<file path="src/rtl/exe_ctrl_pkg.sv">
// Shared types and constants for the EXE-stage hazard controller.
// Memory FSM state encoding and the operand-mux select codes live here.
package exe_ctrl_pkg;

    typedef enum logic [1:0] {
        IDLE,
        WAIT,
        ERR
    } mem_st_t;

    localparam logic [1:0] SEL_RF  = 2'd0;
    localparam logic [1:0] SEL_MEM = 2'd1;
    localparam logic [1:0] SEL_WB  = 2'd2;

endpackage

</file>
<file path="src/rtl/exe_hazard_ctrl_if.sv">
// Pipeline-side signal bundle for exe_hazard_ctrl.
// The pipeline (master) drives instruction/cache status; the controller (slave) drives selects and stage control.
interface exe_hazard_ctrl_if;

    logic       fwd_en;
    logic [3:0] src1_ID;
    logic [3:0] src2_ID;
    logic       two_src_ID;
    logic [3:0] dest_EXE;
    logic       WB_EN_EXE;
    logic       MEM_R_EN_EXE;
    logic [3:0] dest_MEM;
    logic       WB_EN_MEM;
    logic       MEM_R_EN_MEM;
    logic       MEM_W_EN_MEM;
    logic       B_EXE;
    logic       cache_ready;
    logic [1:0] sel_src1_FWRD;
    logic [1:0] sel_src2_FWRD;
    logic       hazard_ID;
    logic       freeze;
    logic       flush;
    logic       timeout_err;

    modport master (
        output fwd_en, src1_ID, src2_ID, two_src_ID,
               dest_EXE, WB_EN_EXE, MEM_R_EN_EXE,
               dest_MEM, WB_EN_MEM, MEM_R_EN_MEM, MEM_W_EN_MEM,
               B_EXE, cache_ready,
        input  sel_src1_FWRD, sel_src2_FWRD, hazard_ID, freeze, flush, timeout_err
    );

    modport slave (
        input  fwd_en, src1_ID, src2_ID, two_src_ID,
               dest_EXE, WB_EN_EXE, MEM_R_EN_EXE,
               dest_MEM, WB_EN_MEM, MEM_R_EN_MEM, MEM_W_EN_MEM,
               B_EXE, cache_ready,
        output sel_src1_FWRD, sel_src2_FWRD, hazard_ID, freeze, flush, timeout_err
    );

endinterface

</file>
<file path="src/rtl/exe_fwd_decode.sv">
// Combinational forward/hazard decode for one ID-stage source operand.
// EXE producer has priority over MEM; with forwarding disabled every match stalls.
module exe_fwd_decode
    import exe_ctrl_pkg::*;
(
    input  logic       fwd_en,
    input  logic [3:0] src,
    input  logic       used,
    input  logic [3:0] dest_exe,
    input  logic       wb_en_exe,
    input  logic       mem_r_en_exe,
    input  logic [3:0] dest_mem,
    input  logic       wb_en_mem,
    output logic [1:0] sel,
    output logic       hazard
);

    logic hit_exe;
    logic hit_mem;

    assign hit_exe = used && wb_en_exe && (dest_exe == src);
    assign hit_mem = used && wb_en_mem && (dest_mem == src);

    always_comb begin
        sel = SEL_RF;
        if (fwd_en) begin
            if (hit_exe)
                sel = SEL_MEM;
            else if (hit_mem)
                sel = SEL_WB;
        end
    end

    // A load in EXE has no result yet, so only it can stall when forwarding is on.
    assign hazard = fwd_en ? (hit_exe && mem_r_en_exe) : (hit_exe || hit_mem);

endmodule

</file>
<file path="src/rtl/exe_hazard_ctrl.sv">
// EXE-stage pipeline controller: registered forwarding selects, load-use stall,
// cache-miss freeze with watchdog, and branch flush of IF/ID.
module exe_hazard_ctrl
    import exe_ctrl_pkg::*;
#(
    parameter int MISS_TIMEOUT = 255,
    parameter int CW           = $clog2(MISS_TIMEOUT + 1)
) (
    input  logic               clk,
    input  logic               rst,
    exe_hazard_ctrl_if.slave   bus
);

    mem_st_t       mem_st;
    logic [CW-1:0] cnt;
    logic [CW-1:0] cnt_nxt;
    logic          err_q;
    logic [1:0]    sel1_q;
    logic [1:0]    sel2_q;

    logic [1:0]    dec_sel1;
    logic [1:0]    dec_sel2;
    logic          haz1;
    logic          haz2;
    logic          mem_req;
    logic          freeze_raw;
    logic          freeze_int;
    logic          flush_int;
    logic          hazard_int;

    exe_fwd_decode u_dec_src1 (
        .fwd_en       (bus.fwd_en),
        .src          (bus.src1_ID),
        .used         (1'b1),
        .dest_exe     (bus.dest_EXE),
        .wb_en_exe    (bus.WB_EN_EXE),
        .mem_r_en_exe (bus.MEM_R_EN_EXE),
        .dest_mem     (bus.dest_MEM),
        .wb_en_mem    (bus.WB_EN_MEM),
        .sel          (dec_sel1),
        .hazard       (haz1)
    );

    exe_fwd_decode u_dec_src2 (
        .fwd_en       (bus.fwd_en),
        .src          (bus.src2_ID),
        .used         (bus.two_src_ID),
        .dest_exe     (bus.dest_EXE),
        .wb_en_exe    (bus.WB_EN_EXE),
        .mem_r_en_exe (bus.MEM_R_EN_EXE),
        .dest_mem     (bus.dest_MEM),
        .wb_en_mem    (bus.WB_EN_MEM),
        .sel          (dec_sel2),
        .hazard       (haz2)
    );

    assign mem_req    = bus.MEM_R_EN_MEM | bus.MEM_W_EN_MEM;
    // Combinational so that a cache hit never costs a freeze cycle.
    assign freeze_raw = (mem_st == ERR) || (mem_req && !bus.cache_ready);
    assign freeze_int = rst && freeze_raw;
    assign flush_int  = rst && bus.B_EXE && !freeze_raw;
    assign hazard_int = rst && (haz1 || haz2) && !flush_int;
    assign cnt_nxt    = cnt + CW'(1);

    always_ff @(posedge clk or negedge rst) begin
        if (!rst) begin
            mem_st <= IDLE;
            cnt    <= '0;
            err_q  <= 1'b0;
            sel1_q <= SEL_RF;
            sel2_q <= SEL_RF;
        end else begin
            case (mem_st)
                IDLE: begin
                    if (mem_req && !bus.cache_ready) begin
                        mem_st <= WAIT;
                        cnt    <= '0;
                    end
                end
                WAIT: begin
                    cnt <= cnt_nxt;
                    // A ready arriving on the timeout cycle still completes the access.
                    if (bus.cache_ready) begin
                        mem_st <= IDLE;
                    end else if (cnt_nxt == CW'(MISS_TIMEOUT)) begin
                        mem_st <= ERR;
                        err_q  <= 1'b1;
                    end
                end
                ERR: begin
                    mem_st <= ERR;
                    err_q  <= 1'b1;
                end
                default: begin
                    mem_st <= IDLE;
                    cnt    <= '0;
                end
            endcase

            if (!freeze_raw) begin
                if (flush_int || hazard_int) begin
                    sel1_q <= SEL_RF;
                    sel2_q <= SEL_RF;
                end else begin
                    sel1_q <= dec_sel1;
                    sel2_q <= dec_sel2;
                end
            end
        end
    end

    assign bus.sel_src1_FWRD = sel1_q;
    assign bus.sel_src2_FWRD = sel2_q;
    assign bus.hazard_ID     = hazard_int;
    assign bus.freeze        = freeze_int;
    assign bus.flush         = flush_int;
    assign bus.timeout_err   = err_q;

endmodule

</file>
<file path="src/flat_wrapper.sv">
// flat-port wrapper written by rule: the top's interface ports become plain ports
module exe_hazard_ctrl_flat import exe_ctrl_pkg::*;
#(
    parameter int MISS_TIMEOUT = 255,
    parameter int CW           = $clog2(MISS_TIMEOUT + 1)
)
  (clk, rst, bus_fwd_en, bus_src1_ID, bus_src2_ID, bus_two_src_ID, bus_dest_EXE, bus_WB_EN_EXE, bus_MEM_R_EN_EXE, bus_dest_MEM, bus_WB_EN_MEM, bus_MEM_R_EN_MEM, bus_MEM_W_EN_MEM, bus_B_EXE, bus_cache_ready, bus_sel_src1_FWRD, bus_sel_src2_FWRD, bus_hazard_ID, bus_freeze, bus_flush, bus_timeout_err);
  exe_hazard_ctrl_if bus_i ();
  input  logic clk;
  input  logic rst;
  input wire logic [$bits(bus_i.fwd_en)-1:0] bus_fwd_en;
  input wire logic [$bits(bus_i.src1_ID)-1:0] bus_src1_ID;
  input wire logic [$bits(bus_i.src2_ID)-1:0] bus_src2_ID;
  input wire logic [$bits(bus_i.two_src_ID)-1:0] bus_two_src_ID;
  input wire logic [$bits(bus_i.dest_EXE)-1:0] bus_dest_EXE;
  input wire logic [$bits(bus_i.WB_EN_EXE)-1:0] bus_WB_EN_EXE;
  input wire logic [$bits(bus_i.MEM_R_EN_EXE)-1:0] bus_MEM_R_EN_EXE;
  input wire logic [$bits(bus_i.dest_MEM)-1:0] bus_dest_MEM;
  input wire logic [$bits(bus_i.WB_EN_MEM)-1:0] bus_WB_EN_MEM;
  input wire logic [$bits(bus_i.MEM_R_EN_MEM)-1:0] bus_MEM_R_EN_MEM;
  input wire logic [$bits(bus_i.MEM_W_EN_MEM)-1:0] bus_MEM_W_EN_MEM;
  input wire logic [$bits(bus_i.B_EXE)-1:0] bus_B_EXE;
  input wire logic [$bits(bus_i.cache_ready)-1:0] bus_cache_ready;
  output wire logic [$bits(bus_i.sel_src1_FWRD)-1:0] bus_sel_src1_FWRD;
  output wire logic [$bits(bus_i.sel_src2_FWRD)-1:0] bus_sel_src2_FWRD;
  output wire logic [$bits(bus_i.hazard_ID)-1:0] bus_hazard_ID;
  output wire logic [$bits(bus_i.freeze)-1:0] bus_freeze;
  output wire logic [$bits(bus_i.flush)-1:0] bus_flush;
  output wire logic [$bits(bus_i.timeout_err)-1:0] bus_timeout_err;
  assign bus_i.fwd_en = bus_fwd_en;
  assign bus_i.src1_ID = bus_src1_ID;
  assign bus_i.src2_ID = bus_src2_ID;
  assign bus_i.two_src_ID = bus_two_src_ID;
  assign bus_i.dest_EXE = bus_dest_EXE;
  assign bus_i.WB_EN_EXE = bus_WB_EN_EXE;
  assign bus_i.MEM_R_EN_EXE = bus_MEM_R_EN_EXE;
  assign bus_i.dest_MEM = bus_dest_MEM;
  assign bus_i.WB_EN_MEM = bus_WB_EN_MEM;
  assign bus_i.MEM_R_EN_MEM = bus_MEM_R_EN_MEM;
  assign bus_i.MEM_W_EN_MEM = bus_MEM_W_EN_MEM;
  assign bus_i.B_EXE = bus_B_EXE;
  assign bus_i.cache_ready = bus_cache_ready;
  assign bus_sel_src1_FWRD = bus_i.sel_src1_FWRD;
  assign bus_sel_src2_FWRD = bus_i.sel_src2_FWRD;
  assign bus_hazard_ID = bus_i.hazard_ID;
  assign bus_freeze = bus_i.freeze;
  assign bus_flush = bus_i.flush;
  assign bus_timeout_err = bus_i.timeout_err;
  exe_hazard_ctrl #(.MISS_TIMEOUT(MISS_TIMEOUT), .CW(CW)) u_core (.clk(clk), .rst(rst), .bus(bus_i));
endmodule
</file>
<file path="config.mk">
export PLATFORM = sky130hd
export DESIGN_NAME = exe_hazard_ctrl_flat
export DESIGN_NICKNAME = d
export VERILOG_FILES = /design/src/rtl/exe_ctrl_pkg.sv /design/src/rtl/exe_hazard_ctrl_if.sv /design/src/rtl/exe_fwd_decode.sv /design/src/rtl/exe_hazard_ctrl.sv /design/src/flat_wrapper.sv
export SDC_FILE = /design/constraint.sdc
export NUM_CORES = 1
export LEC_CHECK = 0
export ABC_AREA = 1
export CORE_ASPECT_RATIO = 1.25
export CORE_MARGIN = 2
export CORE_UTILIZATION = 46
export DETAILED_ROUTE_END_ITERATION = 10
export PLACE_DENSITY = 0.79
export SETUP_SLACK_MARGIN = 0.4
export SYNTH_ARGS = -nofsm -noshare
export SYNTH_HDL_FRONTEND = slang
export SYNTH_SLANG_ARGS = --single-unit
export TNS_END_PERCENT = 20
</file>
<file path="constraint.sdc">
create_clock -name clk -period 1.72 [get_ports clk]
set_input_delay 0.172 -clock clk [delete_from_list [all_inputs] [get_ports clk]]
set_output_delay 0.172 -clock clk [all_outputs]
set_load 0.02 [all_outputs]
</file>
==> impl_results.md <==
* Status: finished, final reports clean
* P_int at ~0.00052 W
* Skew-Pair Late Insertion Delay at just under 0.3 ns
* Finished Layout Cells at ~280
* Synthesized flop and latch total at 15
* Worst setup skew after layout at about 0.0011 ns
* Hpwl dp at 2370 µm
* Post-synth cell types at 21
* CP peak stage delay at around 0.42 ns
* Power Total at approximately 0.00073 W
* IO buf count at 34
* IR drop worst, VDD at roughly 0.00026 V
* H-tree depth at 1
* Worst path slowest cell: dfrtp_1
* Largest net degree at the start of global routing at 16
* Tcrit/Tclk final at 0.850
* Clock transition at the registers of the reported paths at 0.09 ns
* Post-synth top area cell: dfrtp_1
* Ys async rst share at 1.00
* Worst Max-Slew Pin Slew at 0.245 ns
* Area contributors post-synth: dfrtp_1 (33%), nand2_1 (20%), inv_1 (9.7%), nor2_1 (7.7%), nand3_1 (5.8%)
* Placed Instances at 256
* WP buf/inv at 2
* Hold Path Class: primary input to async pin
* Synth Area per Inst at approximately 6.4 µm²
* Antenna Violating Nets Remaining at 0
* DR DRC count at 0
* Initial Utilization at 0.474
* Routed length per instance at 11.8 µm
* Die width at about 48 µm
* DIE AREA at 2870 µm²
* Bufs on Longest Clock Path at 2
* Clock power share at 0.282
* # IOs at 35
* Row count at 20
* Reg power frac at 0.484
* 1st-pass router iterations at 4
* P_leak at 0.996 nW
* Routed WL at 3270 µm
* Slew Viols, Final at 0
* # nets final at 275
* Post-Syn Nets at roughly 200
* Crit end category: primary output
* Num CTS Buffers at 3
* Number of antenna diodes at 0
* Hold Fails Final Rpt at 0
* Area Overhead vs Synth at 58.0%
* Max-cap violation count at 0
* Critical Path Source Type: flip-flop
* Crit path top cell by count: nor2_4
* Drt initial violations at 36
* Slew margin rel. at 0.836
* Share of cells above drive strength 1 at 0.355
* CP Data Arrival Time at between 1 and 1.5 ns
* Mapped Area at approximately 1100 µm²
* PwrDens at a little over 400 nW/µm²
* Yosys warnings at 0
* Core area at 2380 µm²
* Total negative setup slack at 0 ns
* Leading cell types by count after synthesis: nand2_1 (59), inv_1 (29), nor2_1 (23)
* Count leader, synth: nand2_1
* Die height at approximately 60 µm
* Syn Inst Count at roughly 180
* Number of enable flip-flop cells after synthesis at 0
* Root Buffer: clkbuf_4
* Routability cong. at 0.886
* Via density per instance at 4.99
* Total congestion overflow at 0
* Net Sw Power at about 0.00021 W
* Synth top area share at 0.333
* Comb pwr share at 0.234
* Crit Path Max Fanout at 2
* Number of global-route vias before repair at 1325
* Cells along the critical path: nor2_4 > nor2_4 > nand3_2 > inv_2 > nor2_2 > buf_6
* Max Clock Freq at just under 700 MHz
* WP data required at approximately 1.6 ns
* Seq/Total Area, Yosys at 0.333
* CTS tree: yes
* Top_reg_cell synth: dfrtp_1
* Kind of critical path: flip-flop to primary output
* Fillers at roughly 190
* Global Route Usage Sum at 0.253
* Via Count at 1387
* CTS sink cnt at 15
* Unrepaired setup endpoints after global routing: true
* Switching portion of total power at 0.286
* Antenna violations before repair at 0
* Count of final setup violators at 0
* Top Family by Delay on Critical Path: flip-flops
* Post-route minimum period at 1.46 ns
* First-pass GRT wire length at around 5100 µm
* # hold bufs at CTS at 0
==> logic make-up (layout without fill, tap and decap cells) <==
kind of cell | Yosys count | in the layout | share of synthesized area
AOI/OAI and AO/OA | 14 | 14 | 0.0744
xor gates and xnor gates | 7 | 7 | 0.0544
adders and majority gates | 2 | 2 | 0.0222
buffers and inverters | 31 | 101 | 0.103
DFF | 15 | 15 | 0.333
and+or+nand+nor | 106 | 106 | 0.413
==> state kept, by name, summed over array words and instances, names as in the netlist <==
signal / cells
u_core.bus.sel_src1_FWRD: 2
u_core.bus.sel_src2_FWRD: 2
u_core.bus.timeout_err: 1
u_core.cnt: 8
u_core.mem_st: 2
==> through the flow <==
stage	hold WS (ns)	area, µm²	utilization	setup slack (ns)
after floorplan	-0.124	1130	-	0.377
after global placement	0.466	1620	0.681	-0.466
after detailed placement	0.477	1620	0.681	-0.487
after CTS	0.346	1780	0.749	0.260
after global routing	0.415	1780	0.749	0.180
final	0.377	1780	0.749	0.257
==> metal layers <==
layer	up-vias	wire length (µm)	part of all wire	GRT usage
met5	-	0	0	0
met4	0	165	0.050	0.174
met3	19	151	0.046	0.0213
met2	56	1760	0.54	0.483
met1	634	1190	0.36	0.226
li1	678	-	-	-
==> cell type report <==
| class | instances | area [µm²] | share of cell area |
|---|---|---|---|
| flip-flops and latches | 15 | 377 | 0.211 |
| multi-input cells | 129 | 707 | 0.397 |
| well taps | 33 | 41.3 | 0.0232 |
| inverters | 31 | 121 | 0.0681 |
| clock inverters | 1 | 5.00 | 0.00281 |
| repair buffers | 66 | 508 | 0.285 |
| clock buffers | 3 | 22.5 | 0.0126 |
==> power groups by stage <==
stage	logic [W]	clock network, W	registers (W)
final	0.000171	0.000206	0.000354
after global routing	0.000187	0.000222	0.000354
after CTS	0.000170	0.000202	0.000354
after detailed placement	0.000165	0	0.000361
after global placement	0.000161	0	0.000361
after floorplan	0.0000566	0	0.000362
==> path summary, 6_finish.rpt <==
kind,startpoint,end,slack [ns],cells after the start
min,rst,u_core.bus.timeout_err$_DFFE_PN0P_,0.38,2
min reg2reg,u_core.bus.sel_src2_FWRD[0]$_DFFE_PN0N_,u_core.bus.sel_src2_FWRD[0]$_DFFE_PN0N_,0.50,2
max in group asynchronous,rst,u_core.cnt[1]$_DFFE_PN0P_,1.16,2
max,u_core.mem_st[0]$_DFFE_PN0P_,bus_hazard_ID,0.26,6
max reg2reg,u_core.cnt[1]$_DFFE_PN0P_,u_core.mem_st[0]$_DFFE_PN0P_,0.32,9
min in group clk,bus_dest_MEM[2],u_core.bus.sel_src1_FWRD[1]$_DFFE_PN0N_,0.45,7
==> placed cells by master (no fill, tap or decap), types with 7 or more instances in the layout <==
cell type	count
buf_4	30
clkdlybuf4s50_1	9
nand3_1	11
dlygate4sd2_1	7
nor2_2	7
clkbuf_2	14
dfrtp_1	14
inv_1	24
nand2_1	58
nor2_1	16
==> repair_timing <==
action                     CTS  global route
setup endpoints to repair   15            16
hold endpoints to repair     0             0
resized for setup           65            34
pin swaps                   13            16
buffers inserted            13             5
No activity file was read; power rests on OpenSTA's default activity.
